**src/rtl/lcd_pkg.sv**
```systemverilog
// Shared definitions for the LCD bus arbiter: FSM encoding, word layout and
// fixed client slots.
package lcd_pkg;

  localparam int LCD_DATA_W = 9;
  localparam int LCD_DC_BIT = 8;

  localparam int REQ_INIT = 0;
  localparam int REQ_CHAR = 1;
  localparam int REQ_FILL = 2;

  typedef enum logic [1:0] {
    ST_IDLE      = 2'd0,
    ST_GRANT     = 2'd1,
    ST_WAIT_DONE = 2'd2,
    ST_RELEASE   = 2'd3
  } arb_state_t;

  function automatic logic is_data_word(input logic [LCD_DATA_W-1:0] w);
    return w[LCD_DC_BIT];
  endfunction

endpackage

```
**src/rtl/lcd_rr_pick.sv**
```systemverilog
// Combinational round-robin picker: lowest eligible index at or above rr_ptr,
// wrapping to the lowest eligible index overall.
module lcd_rr_pick
  import lcd_pkg::*;
#(
  parameter int N  = 3,
  parameter int PW = $clog2(N)
) (
  input  logic [N-1:0]  elig_i,
  input  logic [PW-1:0] rr_ptr_i,
  output logic [N-1:0]  win_o,
  output logic          any_o
);

  logic [N-1:0] upper_mask;
  logic [N-1:0] upper;
  logic [N-1:0] pool;

  always_comb begin
    upper_mask = ~((N'(1) << rr_ptr_i) - N'(1));
    upper      = elig_i & upper_mask;
    pool       = (upper != '0) ? upper : elig_i;
    // isolate the lowest set bit of the candidate pool
    win_o      = pool & (~pool + N'(1));
    any_o      = |elig_i;
  end

endmodule

```
**src/rtl/lcd_bus_arbiter.sv**
```systemverilog
// Burst arbiter in front of the single lcd_write SPI engine: owns the bus per
// burst, forwards one word at a time and returns word-complete to the owner.
module lcd_bus_arbiter
  import lcd_pkg::*;
#(
  parameter int NUM_REQ = 3,
  parameter int DATA_W  = LCD_DATA_W,
  parameter int TIMEOUT = 1000000
) (
  input  logic                      sys_clk,
  input  logic                      sys_rst,
  input  logic                      init_done,
  input  logic [NUM_REQ-1:0]        req,
  input  logic [NUM_REQ-1:0]        wr_en,
  input  logic [NUM_REQ*DATA_W-1:0] wr_data,
  output logic [NUM_REQ-1:0]        gnt,
  output logic [NUM_REQ-1:0]        wr_done_o,
  output logic [DATA_W-1:0]         lcd_data,
  output logic                      lcd_en_write,
  input  logic                      lcd_wr_done,
  output logic                      busy,
  output logic                      timeout_flag,
  output logic                      drop_err
);

  localparam int            PW      = $clog2(NUM_REQ);
  localparam int            WW      = $clog2(TIMEOUT);
  localparam logic [WW-1:0] WD_LAST = WW'(TIMEOUT - 1);

  arb_state_t          state_q,   state_d;
  logic [PW-1:0]       rr_ptr_q,  rr_ptr_d;
  logic [PW-1:0]       owner_q,   owner_d;
  logic [WW-1:0]       wd_cnt_q,  wd_cnt_d;
  logic [NUM_REQ-1:0]  gnt_q,     gnt_d;
  logic [NUM_REQ-1:0]  done_q,    done_d;
  logic [DATA_W-1:0]   data_q,    data_d;
  logic                en_q,      en_d;
  logic                drop_q,    drop_d;

  logic [NUM_REQ-1:0]  elig;
  logic [NUM_REQ-1:0]  win;
  logic                win_any;
  logic [PW-1:0]       win_idx;
  logic [DATA_W-1:0]   own_word;
  logic [NUM_REQ-1:0]  keep_mask;
  logic                own_wr;
  logic                own_req;
  logic                wd_expire;

  assign elig = req & (init_done ? {NUM_REQ{1'b1}} : (NUM_REQ'(1) << REQ_INIT));

  lcd_rr_pick #(
    .N  (NUM_REQ),
    .PW (PW)
  ) u_pick (
    .elig_i   (elig),
    .rr_ptr_i (rr_ptr_q),
    .win_o    (win),
    .any_o    (win_any)
  );

  always_comb begin
    win_idx  = '0;
    own_word = '0;
    for (int i = 0; i < NUM_REQ; i++) begin
      if (win[i])   win_idx  = PW'(i);
      if (gnt_q[i]) own_word = own_word | wr_data[i*DATA_W +: DATA_W];
    end
  end

  // gnt_q is one-hot on the owner throughout GRANT and WAIT_DONE
  assign own_wr    = |(wr_en & gnt_q);
  assign own_req   = |(req & gnt_q);
  assign wd_expire = (state_q == ST_GRANT) && !own_wr && own_req && (wd_cnt_q == WD_LAST);
  assign keep_mask = (state_q == ST_GRANT) ? gnt_q : '0;

  always_comb begin
    state_d  = state_q;
    rr_ptr_d = rr_ptr_q;
    owner_d  = owner_q;
    wd_cnt_d = wd_cnt_q;
    gnt_d    = gnt_q;
    done_d   = '0;
    data_d   = data_q;
    en_d     = 1'b0;
    drop_d   = |(wr_en & ~keep_mask);

    unique case (state_q)
      ST_IDLE: begin
        if (win_any) begin
          gnt_d   = win;
          owner_d = win_idx;
          state_d = ST_GRANT;
        end
      end
      ST_GRANT: begin
        if (own_wr) begin
          data_d   = own_word;
          en_d     = 1'b1;
          wd_cnt_d = '0;
          state_d  = ST_WAIT_DONE;
        end else if (!own_req || wd_expire) begin
          gnt_d   = '0;
          state_d = ST_RELEASE;
        end else if (wd_cnt_q != '1) begin
          wd_cnt_d = wd_cnt_q + WW'(1);
        end
      end
      ST_WAIT_DONE: begin
        if (lcd_wr_done) begin
          done_d = gnt_q;
          if (!own_req) begin
            gnt_d   = '0;
            state_d = ST_RELEASE;
          end else begin
            state_d = ST_GRANT;
          end
        end
      end
      ST_RELEASE: begin
        rr_ptr_d = (owner_q == PW'(NUM_REQ - 1)) ? '0 : owner_q + PW'(1);
        wd_cnt_d = '0;
        state_d  = ST_IDLE;
      end
      default: state_d = ST_IDLE;
    endcase
  end

  always_ff @(posedge sys_clk) begin
    if (sys_rst) begin
      state_q  <= ST_IDLE;
      rr_ptr_q <= '0;
      owner_q  <= '0;
      wd_cnt_q <= '0;
      gnt_q    <= '0;
      done_q   <= '0;
      data_q   <= '0;
      en_q     <= 1'b0;
      drop_q   <= 1'b0;
    end else begin
      state_q  <= state_d;
      rr_ptr_q <= rr_ptr_d;
      owner_q  <= owner_d;
      wd_cnt_q <= wd_cnt_d;
      gnt_q    <= gnt_d;
      done_q   <= done_d;
      data_q   <= data_d;
      en_q     <= en_d;
      drop_q   <= drop_d;
    end
  end

  assign gnt          = gnt_q;
  assign wr_done_o    = done_q;
  assign lcd_data     = data_q;
  assign lcd_en_write = en_q;
  assign busy         = (state_q == ST_WAIT_DONE);
  // Mealy pulse so the flag lands in the last GRANT cycle, ahead of the gnt drop
  assign timeout_flag = wd_expire;
  assign drop_err     = drop_q;

endmodule

```
**config.mk**
```make
export PLATFORM = sky130hd
export DESIGN_NAME = lcd_bus_arbiter
export DESIGN_NICKNAME = d
export VERILOG_FILES = /design/src/rtl/lcd_pkg.sv /design/src/rtl/lcd_rr_pick.sv /design/src/rtl/lcd_bus_arbiter.sv
export SDC_FILE = /design/constraint.sdc
export NUM_CORES = 1
export LEC_CHECK = 0
export CAP_MARGIN = 20
export CELL_PAD_IN_SITES_DETAIL_PLACEMENT = 0
export CELL_PAD_IN_SITES_GLOBAL_PLACEMENT = 1
export CORE_UTILIZATION = 33
export CTS_CLUSTER_DIAMETER = 30
export DETAILED_ROUTE_END_ITERATION = 8
export PLACE_DENSITY_LB_ADDON = 0.08
export SYNTH_ARGS = -nofsm -noshare
export SYNTH_HDL_FRONTEND = slang
export SYNTH_SLANG_ARGS = --single-unit
```
**constraint.sdc**
```tcl
create_clock -name sys_clk -period 2.05 [get_ports sys_clk]
set_clock_uncertainty 0.15 [all_clocks]
set_input_delay 0.41 -clock sys_clk [delete_from_list [all_inputs] [get_ports sys_clk]]
set_output_delay 0.41 -clock sys_clk [all_outputs]
set_load 0.02 [all_outputs]
```
# After elaboration in Yosys (flattened, before gate mapping)
# Cells that the tools add are included.
# W data, S select, Z words.
dict set report op_classes {
  n_addsub 4
  reduce_logical 21
  shifts 1
  n_eq_ne 14
  bitwise_logic 14
  muxes 26
}
# operator count
set op_table {}
lappend op_table {{$mux W20} 3}
lappend op_table {{$pmux W20 S2} 1}
lappend op_table {{$mux W9} 3}
lappend op_table {{$mux W3} 8}
lappend op_table {{$add A20 B1 Y20 const B} 1}
lappend op_table {{$eq A20 B20 Y1 const B} 1}
lappend op_table {{$ne A20 B20 Y1 const B} 1}
lappend op_table {{$and A3 B3 Y3} 6}
lappend op_table {{$or A9 B9 Y9} 2}
lappend op_table {{$reduce_or A3 Y1} 5}
lappend op_table {{$mux W2} 7}
lappend op_table {{$not A3 Y3} 3}
lappend op_table {{$pmux W3 S3} 1}
lappend op_table {{$pmux W2 S4} 1}
lappend op_table {{$eq A2 B2 Y1 const B} 3}
lappend op_table {{$ne A2 B2 Y1 const B} 3}
lappend op_table {{$ne A3 B2 Y1 const B} 2}
lappend op_table {{$reduce_and A3 Y1} 2}
lappend op_table {{$reduce_and A6 Y1} 1}
lappend op_table {{$reduce_bool A3 Y1} 2}
lappend op_table {{$ne A2 B1 Y1 const B} 2}
lappend op_table {{$reduce_and A2 Y1} 2}
lappend op_table {{$add A3 B1 Y3 const B} 1}
lappend op_table {{$logic_and A1 B1 Y1} 3}
lappend op_table {{other kinds (12)} 16}
dict set report totals {
  output_inout_bits 19
  ff_bits 43
  word_cells 89
}

# Longest topological paths before layout
# Gate-level depths: netlist (run 1).
dict set report depth {
  word_depth 11
  depth_mapped 8
  depth_no_buf 7
}

# Modules after synthesis
# Synthesis (run 1) repeated with hierarchy kept, for this count alone.
dict set report hier_totals {
  hier_cells 281
  hier_area_um2 2313.5
}
# mod area_each_um2 n_inst cells_per_inst seq_area_each_um2
set by_module_without_submodules {}
lappend by_module_without_submodules {lcd_bus_arbiter 2238.4 1 269 860.8}
lappend by_module_without_submodules {lcd_rr_pick 75.1 1 12 0.0}

# Worst setup path after synthesis (run 1)
# No wires, ideal clock.
dict set report synth_timing {
  path_kind {reg2out}
  from {register wd_cnt_q[7]}
  to {output timeout_flag}
  required_time_ns 1.490
  path_slack_ns -0.341
  n_path_buf 0
  arrival_time_ns 1.831
  path_stages_with_launch 4
  cell_sequence {dfxtp_1 > or4b_1 > or4_1 > nor3_1}
}
dict set report synth_between {
  elab_chain_cells 2
}
# item line
set synth_lines {}
lappend synth_lines {{start, declared} lcd_bus_arbiter.sv:33} ;# logic [WW-1:0] wd_cnt_q, wd_cnt_d;
lappend synth_lines {{start signal, assigned} lcd_bus_arbiter.sv:144} ;# wd_cnt_q <= wd_cnt_d;
lappend synth_lines {{$eq A20 B20 Y1} lcd_bus_arbiter.sv:74} ;# assign wd_expire = (state_q == ST_GRANT) && !own_wr && own_req && (wd_cnt_q == WD_LAST);
lappend synth_lines {{$logic_and A1 B1 Y1} lcd_bus_arbiter.sv:74}
lappend synth_lines {{end, declared} lcd_bus_arbiter.sv:22} ;# output logic timeout_flag,
# Every way passes these cells.

# Worst setup path in the final report (run 1)
dict set report layout_timing {
  from {register wd_cnt_q[12]}
  to {output timeout_flag}
}
# Same word-level chain as after synthesis.

==> flow_metrics.env, run 1 <==
export IMPL_p_per_area_nw_per_um2=813
export IMPL_hold_buffers=0
export IMPL_synthArstFlopShare_pct=0
export IMPL_ios=56
export IMPL_cp_max_fo=2
export IMPL_antenna_found_initial=0
export IMPL_wl_per_cell_microns=16.1
export IMPL_cp_start_kind="flop"
export IMPL_post_place_cells=516
export IMPL_clkPwrFrac_pct=17.4
export IMPL_io_buffer_count=55
export IMPL_critPathArrivalTime_ps=1970
export IMPL_yosysTopAreaCellShare_pct=34.6
export IMPL_cap_violations=0
export IMPL_ys_seq_elements=43
export IMPL_grt_max_degree=19
export IMPL_synth_top_flop_cell="dfxtp_1"
export IMPL_yosys_top_cells_area="dfxtp_1, nor2_1, a222oi_1"
export IMPL_grt_pass1_wl_microns=13100
export IMPL_failed_checks="setup timing"
export IMPL_preCtsSetupSlack_ps=-772
export IMPL_clock_tree_root_cell="clkbuf_8"
export IMPL_cts_tree="yes"
export IMPL_r2r_cells=5
export IMPL_worstHoldPathCells=3
export IMPL_ys_seq_area_share_pct=34.6
export IMPL_yosysMostFrequentCell="dfxtp_1"
export IMPL_ant_nets=0
export IMPL_grtUsageTotal_pct=21.7
export IMPL_syn_inst=307
export IMPL_grt_ovfl_total=0
export IMPL_die_height_microns=88.8
export IMPL_synth_edf_count=0
export IMPL_synth_area_sq_um=2480
export IMPL_cp_end_kind="primary output"
export IMPL_yosys_top_cells_count="dfxtp_1, nor2_1, nand2_1"
export IMPL_max_vdd_ir_drop_uv=449
export IMPL_p_switching_mw=1.32
export IMPL_drt_first_iter_violations=188
export IMPL_fin_nets=474
export IMPL_fill_cells=691
export IMPL_hold_viol_final=0
export IMPL_fin_ws_ps=-479
export IMPL_synth_top_area_cell="dfxtp_1"
export IMPL_yosysWarningCount=0
export IMPL_layout_min_cycle_time_ps=2530
export IMPL_max_freq_mhz=395
export IMPL_synth_xor_area_share_pct=0
export IMPL_cts_sinks=43
export IMPL_synthDistinctLibCells=54
export IMPL_dp_hpwl_microns=6140
export IMPL_via_per_inst=5.48
export IMPL_switching_share_pct=40.2
export IMPL_worst_ep_required_time_ps=1490
export IMPL_setup_viol=24
export IMPL_rows=31
export IMPL_drc=0
export IMPL_vias=2917
export IMPL_coreArea_sq_um=7250
export IMPL_comb_power_share_pct=53.8
export IMPL_slew_violations=0
export IMPL_firstDrtPassIters=5
export IMPL_min_from="wr_en[1]"
export IMPL_synth_fa_ha_area_share_pct=2.52
export IMPL_rrSetupSlack_ps=-200
export IMPL_worstSkewPairLatency_ps=300
export IMPL_crit_type="reg -> out"
export IMPL_start_util_pct=34.3
export IMPL_synthToLayoutAreaGrowth_pct=62.7
export IMPL_clk_pin_slew_ps=90
export IMPL_hold_end="drop_err$_SDFF_PP0_"
export IMPL_synth_compound_area_share_pct=26.8
export IMPL_min_period_over_period_pct=123
export IMPL_htreeDepth=2
export IMPL_synthesis_nets=349
export IMPL_p_int_mw=1.97
export IMPL_maxSlewHeadroom_pct=76.5
export IMPL_final_cell_count_no_fill=532
export IMPL_synth_simple_area_share_pct=27.9
export IMPL_gp_congestion=0.864
export IMPL_muxShareOfSynthArea_pct=3.37
export IMPL_rsz0062_at_grt="yes"
export IMPL_status="finished, violations left"
export IMPL_diodes=0
export IMPL_die_x_microns=88.8
export IMPL_drive_gt1_share_pct=31.4
export IMPL_synth_top_family_by_area="simple AND/OR/NAND/NOR gates"
export IMPL_syn_avg_cell_area_sq_um=8.09
export IMPL_cts_buffers=5
export IMPL_r2r_end="gnt[2]$_SDFFE_PP0P_"
export IMPL_worstMarginPinSlew_ps=353
export IMPL_die_area_sq_um=7880
export IMPL_pwr_share_seq_pct=28.8
export IMPL_p_leak_nw=1.51
export IMPL_drt_total_wl_microns=8560
export IMPL_r2r_start="wd_cnt_q[12]$_SDFFE_PP0P_"
export IMPL_max_clock_path_buffers=2
export IMPL_hold_path_class="in -> reg"
export IMPL_grt_pass1_vias=2755
==> power by group through the flow <==
stage	registers, mW	clock network, mW	logic, mW
2_1_floorplan	1.02	0	0.717
3_3_place_gp	0.964	0	1.42
3_5_place_dp	0.965	0	1.42
4_1_cts	0.947	0.580	1.52
5_1_grt	0.957	0.612	1.89
6_report	0.948	0.572	1.77
==> through the flow <==
step	cell area [sq um]	hold slack, ps	util, %	total power, mW	setup TNS (ps)
6_report	4040	287	55.7	3.29	-2360
5_1_grt	4040	290	55.7	3.46	-3880
2_1_floorplan	2520	289	-	1.73	-2490
3_3_place_gp	3670	337	50.6	2.39	-13490
3_5_place_dp	3670	341	50.6	2.39	-13220
4_1_cts	3850	354	53.0	3.04	-3600
==> worst max-delay path, cell delays in order (launching register included) <==
cell and delay (ps):
dfxtp_2 330, or4b_4 540, or4_4 460, nor3_4 200
buf_6 140
==> registers in the layout, indices dropped and copies added, names as in the netlist <==
register,cells
wd_cnt_q,20
drop_err,1
wr_done_o,3
lcd_en_write,1
gnt,3
owner_q,2
lcd_data,9
state_q,2
rr_ptr_q,2
==> what timing repair did <==
| item | 4_1_cts | 5_1_grt |
|---|---|---|
| cloned | 1 | 1 |
| setup buffers | 4 | 3 |
| pin swaps | 8 | 34 |
| gates resized for setup | 23 | 37 |
| endpoints found under the setup margin | 29 | 27 |
==> cells by family (layout without fill, tap and decap cells) <==
family,count (synthesis),after routing
simple gates,131,131
flops,43,43
buf+inv,30,155
mux,8,8
fa+ha+maj,5,5
compound gates,90,91
==> cells in the final DEF (no fill, tap or decap), types with 6 or more instances in the layout <==
| cell type | synthesis | routed |
|---|---|---|
| buf_6 | 0 | 9 |
| nand2_1 | 23 | 21 |
| nor3_1 | 8 | 6 |
| a211oi_1 | 12 | 10 |
| nand4_1 | 9 | 9 |
| buf_4 | 1 | 72 |
| nor2_1 | 33 | 33 |
| o21ai_0 | 12 | 11 |
| dfxtp_2 | 0 | 6 |
| nand3_1 | 13 | 12 |
| inv_1 | 12 | 12 |
| dfxtp_1 | 43 | 37 |
| o211ai_1 | 7 | 7 |
| clkdlybuf4s50_1 | 0 | 47 |
| nor2b_1 | 9 | 9 |
| a222oi_1 | 12 | 12 |
| a31oi_1 | 17 | 17 |
==> per-layer routing <==
layer  part of all wire (%)  global-route usage (%)  wire length (microns)  vias to the layer above
met5                      0                       0                      0                        -
met4                    2.5                    7.77                    211                        0
met3                    6.4                    4.94                    550                       16
met2                     49                    37.1                   4230                       99
met1                     42                    26.7                   3560                     1366
li1                       -                       -                      -                     1436
==> worst max-delay path by stage <==
| stage | startpoint | end | slack, ps |
|---|---|---|---|
| finish | wd_cnt_q[12]$_SDFFE_PP0P_ | timeout_flag | -480 |
| global route | wd_cnt_q[10]$_SDFFE_PP0P_ | timeout_flag | -550 |
| CTS | wd_cnt_q[12]$_SDFFE_PP0P_ | timeout_flag | -490 |
| detailed placement | wd_cnt_q[7]$_SDFFE_PP0P_ | timeout_flag | -770 |
| global placement | wr_en[0] | timeout_flag | -780 |
| floorplan | wd_cnt_q[7]$_SDFFE_PP0P_ | timeout_flag | -170 |
==> area by class of cell <==
class	instances	area, sq um	share of cell area [%]
multi-input combinational	235	1730	42.8
clock buffer	5	68.8	1.70
inverter	12	45.0	1.11
timing repair buffer	135	1180	29.3
clock inverter	3	20.0	0.495
tap	99	124	3.06
sequential	43	868	21.5
No activity file was read; power rests on OpenSTA's default activity.
==> run 2, diff against run 1 <==
--- a/config.mk
+++ b/config.mk
@@ -9,6 +9,7 @@
 export CELL_PAD_IN_SITES_DETAIL_PLACEMENT = 0
 export CELL_PAD_IN_SITES_GLOBAL_PLACEMENT = 1
 export CORE_UTILIZATION = 33
+export CTS_BUF_LIST = sky130_fd_sc_hd__clkbuf_16
 export CTS_CLUSTER_DIAMETER = 30
 export DETAILED_ROUTE_END_ITERATION = 8
 export PLACE_DENSITY_LB_ADDON = 0.08
==> run 2 against run 1 <==
Effect of this change:
- the flow still finishes with violations (setup timing)
- non-clock buffer count up 5
- hold slack better by 58 ps
- via count up 0.65%
- die area unchanged
- setup slack better by 21 ps
- first-iteration DRC count down 16%
- sequential share of layout area down 0.62 points
- power up 6.9%
- clock power up 41%
- count of clock-buffer cells in the layout unchanged
- critical path type unchanged
==> flow_metrics.env, run 2 (same netlist as run 1, synthesis figures left out) <==
export IMPL_status="finished, violations left"
export IMPL_failed_checks="setup timing"
export IMPL_p_leak_nw=1.55
export IMPL_cts_buffers=5
export IMPL_drt_first_iter_violations=158
export IMPL_synthToLayoutAreaGrowth_pct=67.3
export IMPL_ios=56
export IMPL_crit_type="reg -> out"
export IMPL_die_area_sq_um=7880
export IMPL_worstSkewPairLatency_ps=290
export IMPL_gp_congestion=0.864
export IMPL_min_from="lcd_data[3]$_SDFFE_PP0P_"
export IMPL_setup_viol=23
export IMPL_clock_tree_root_cell="clkbuf_16"
export IMPL_crit_path_start="wd_cnt_q[12]$_SDFFE_PP0P_"
export IMPL_coreArea_sq_um=7250
export IMPL_cap_violations=0
export IMPL_rows=31
export IMPL_r2r_start="wd_cnt_q[12]$_SDFFE_PP0P_"
export IMPL_rsz0062_at_grt="yes"
export IMPL_drive_gt1_share_pct=31.3
export IMPL_fin_nets=479
export IMPL_htreeDepth=2
export IMPL_antenna_found_initial=0
export IMPL_drc=0
export IMPL_fin_ws_ps=-458
export IMPL_layout_min_cycle_time_ps=2510
export IMPL_grt_pass1_wl_microns=13200
export IMPL_final_common_cell="buf_4"
export IMPL_comb_power_share_pct=50.1
export IMPL_hold_path_class="reg -> reg"
export IMPL_max_clock_path_buffers=2
export IMPL_grt_max_degree=19
export IMPL_met2_usage_pct=37.1
export IMPL_p_per_area_nw_per_um2=846
export IMPL_clk_pin_slew_ps=70
export IMPL_cp_start_kind="flop"
export IMPL_max_vdd_ir_drop_uv=445
export IMPL_largest_reg_flops=20
export IMPL_dp_hpwl_microns=6140
export IMPL_pwr_share_seq_pct=27.0
export IMPL_grt_ovfl_total=0
export IMPL_critPathArrivalTime_ps=1950
export IMPL_most_common_layout_cells="buf_4, clkdlybuf4s50_1, dfxtp_1, nor2_1, nand2_1"
export IMPL_worstMarginPinSlew_ps=444
export IMPL_grt_pass1_vias=2775
export IMPL_min_period_over_period_pct=122
export IMPL_clkPwrFrac_pct=22.9
export IMPL_final_setup_tns_ps=-2910
export IMPL_vias=2936
export IMPL_preCtsSetupSlack_ps=-772
export IMPL_cp_max_fo=2
export IMPL_hold_viol_final=0
export IMPL_cp_end_kind="primary output"
export IMPL_maxSlewHeadroom_pct=70.4
export IMPL_die_height_microns=88.8
export IMPL_ant_nets=0
export IMPL_rrSetupSlack_ps=-200
export IMPL_largest_register="wd_cnt_q"
export IMPL_switching_share_pct=38.3
export IMPL_final_core_util_pct=57.3
export IMPL_cts_sinks=43
export IMPL_die_x_microns=88.8
export IMPL_placedInstanceArea_sq_um=3670
export IMPL_max_freq_mhz=399
export IMPL_start_util_pct=34.3
export IMPL_wl_per_cell_microns=16.0
export IMPL_drt_total_wl_microns=8610
export IMPL_io_buffer_count=55
export IMPL_met3_usage_pct=6.06
export IMPL_p_int_mw=2.17
export IMPL_firstDrtPassIters=4
export IMPL_via_per_inst=5.47
export IMPL_top_usage_layer="met2"
export IMPL_cts_tree="yes"
export IMPL_slew_violations=0
export IMPL_fin_area_sq_um=4160
export IMPL_diodes=0
export IMPL_p_switching_mw=1.35
export IMPL_worst_ep_required_time_ps=1490
export IMPL_grtUsageTotal_pct=22.0
export IMPL_grtUsageMet1_pct=26.9
-- run 2: timing repair --
item                                    in CTS  in global routing
hold buffers                                 0                  0
buffers inserted                             1                 10
gates resized for setup                     28                 35
endpoints found under the hold margin        0                  0
endpoints found under the setup margin      28                 27
pin swaps                                   11                 32
cloned                                       1                  2
-- run 2: routing by layer --
| metal | routed length (microns) | vias up |
|---|---|---|
| met5 | 0 | - |
| met4 | 125 | 0 |
| met1 | 3670 | 1395 |
| li1 | - | 1443 |
| met3 | 531 | 12 |
| met2 | 4280 | 86 |
-- run 2: worst paths after layout --
kind	cells past startpoint	end
worst max-delay path	4	timeout_flag
worst min-delay path	2	lcd_data[3]$_SDFFE_PP0P_
worst max register to register	5	gnt[2]$_SDFFE_PP0P_
worst min register to register	2	lcd_data[3]$_SDFFE_PP0P_
-- run 2: final cells by class --
class | count | area, sq um
Fill cell | 692 | 3100
Multi-Input combinational cell | 235 | 1750
Timing Repair Buffer | 140 | 1220
Sequential cell | 43 | 867
Clock buffer | 5 | 125
Tap cell | 99 | 124
Inverter | 12 | 45.0
Clock inverter | 3 | 20.0
-- run 2: critical path, stage by stage (launching register included) --
cell and delay (ps):
dfxtp_2 320, or4b_4 540, or4_4 460, nor3_4 200
buf_6 140
-- run 2: power by group through the flow --
stage                     clock, mW  sequential, mW  combinational, mW
final                         0.805           0.948               1.76
after global routing          0.849           0.957               1.89
after CTS                     0.813           0.948               1.48
after detailed placement          0           0.965               1.42
after global placement            0           0.964               1.42
after floorplan                   0            1.02              0.717
-- run 2: per-stage QoR --
step                std cells  power (mW)  hold WS (ps)
floorplan                 307        1.73           289
global placement          516        2.39           337
detailed placement        516        2.39           341
CTS                       526        3.24           351
global route              537        3.70           375
finish                    537        3.52           346
==> run 3, diff against run 2 <==
--- a/config.mk
+++ b/config.mk
@@ -10,7 +10,7 @@
 export CELL_PAD_IN_SITES_GLOBAL_PLACEMENT = 1
 export CORE_UTILIZATION = 33
 export CTS_BUF_LIST = sky130_fd_sc_hd__clkbuf_16
-export CTS_CLUSTER_DIAMETER = 30
+export CTS_CLUSTER_DIAMETER = 200
 export DETAILED_ROUTE_END_ITERATION = 8
 export PLACE_DENSITY_LB_ADDON = 0.08
 export SYNTH_ARGS = -nofsm -noshare
==> results of run 3 <==
No change in the layout: final DEF, timing and power equal those of run 2.
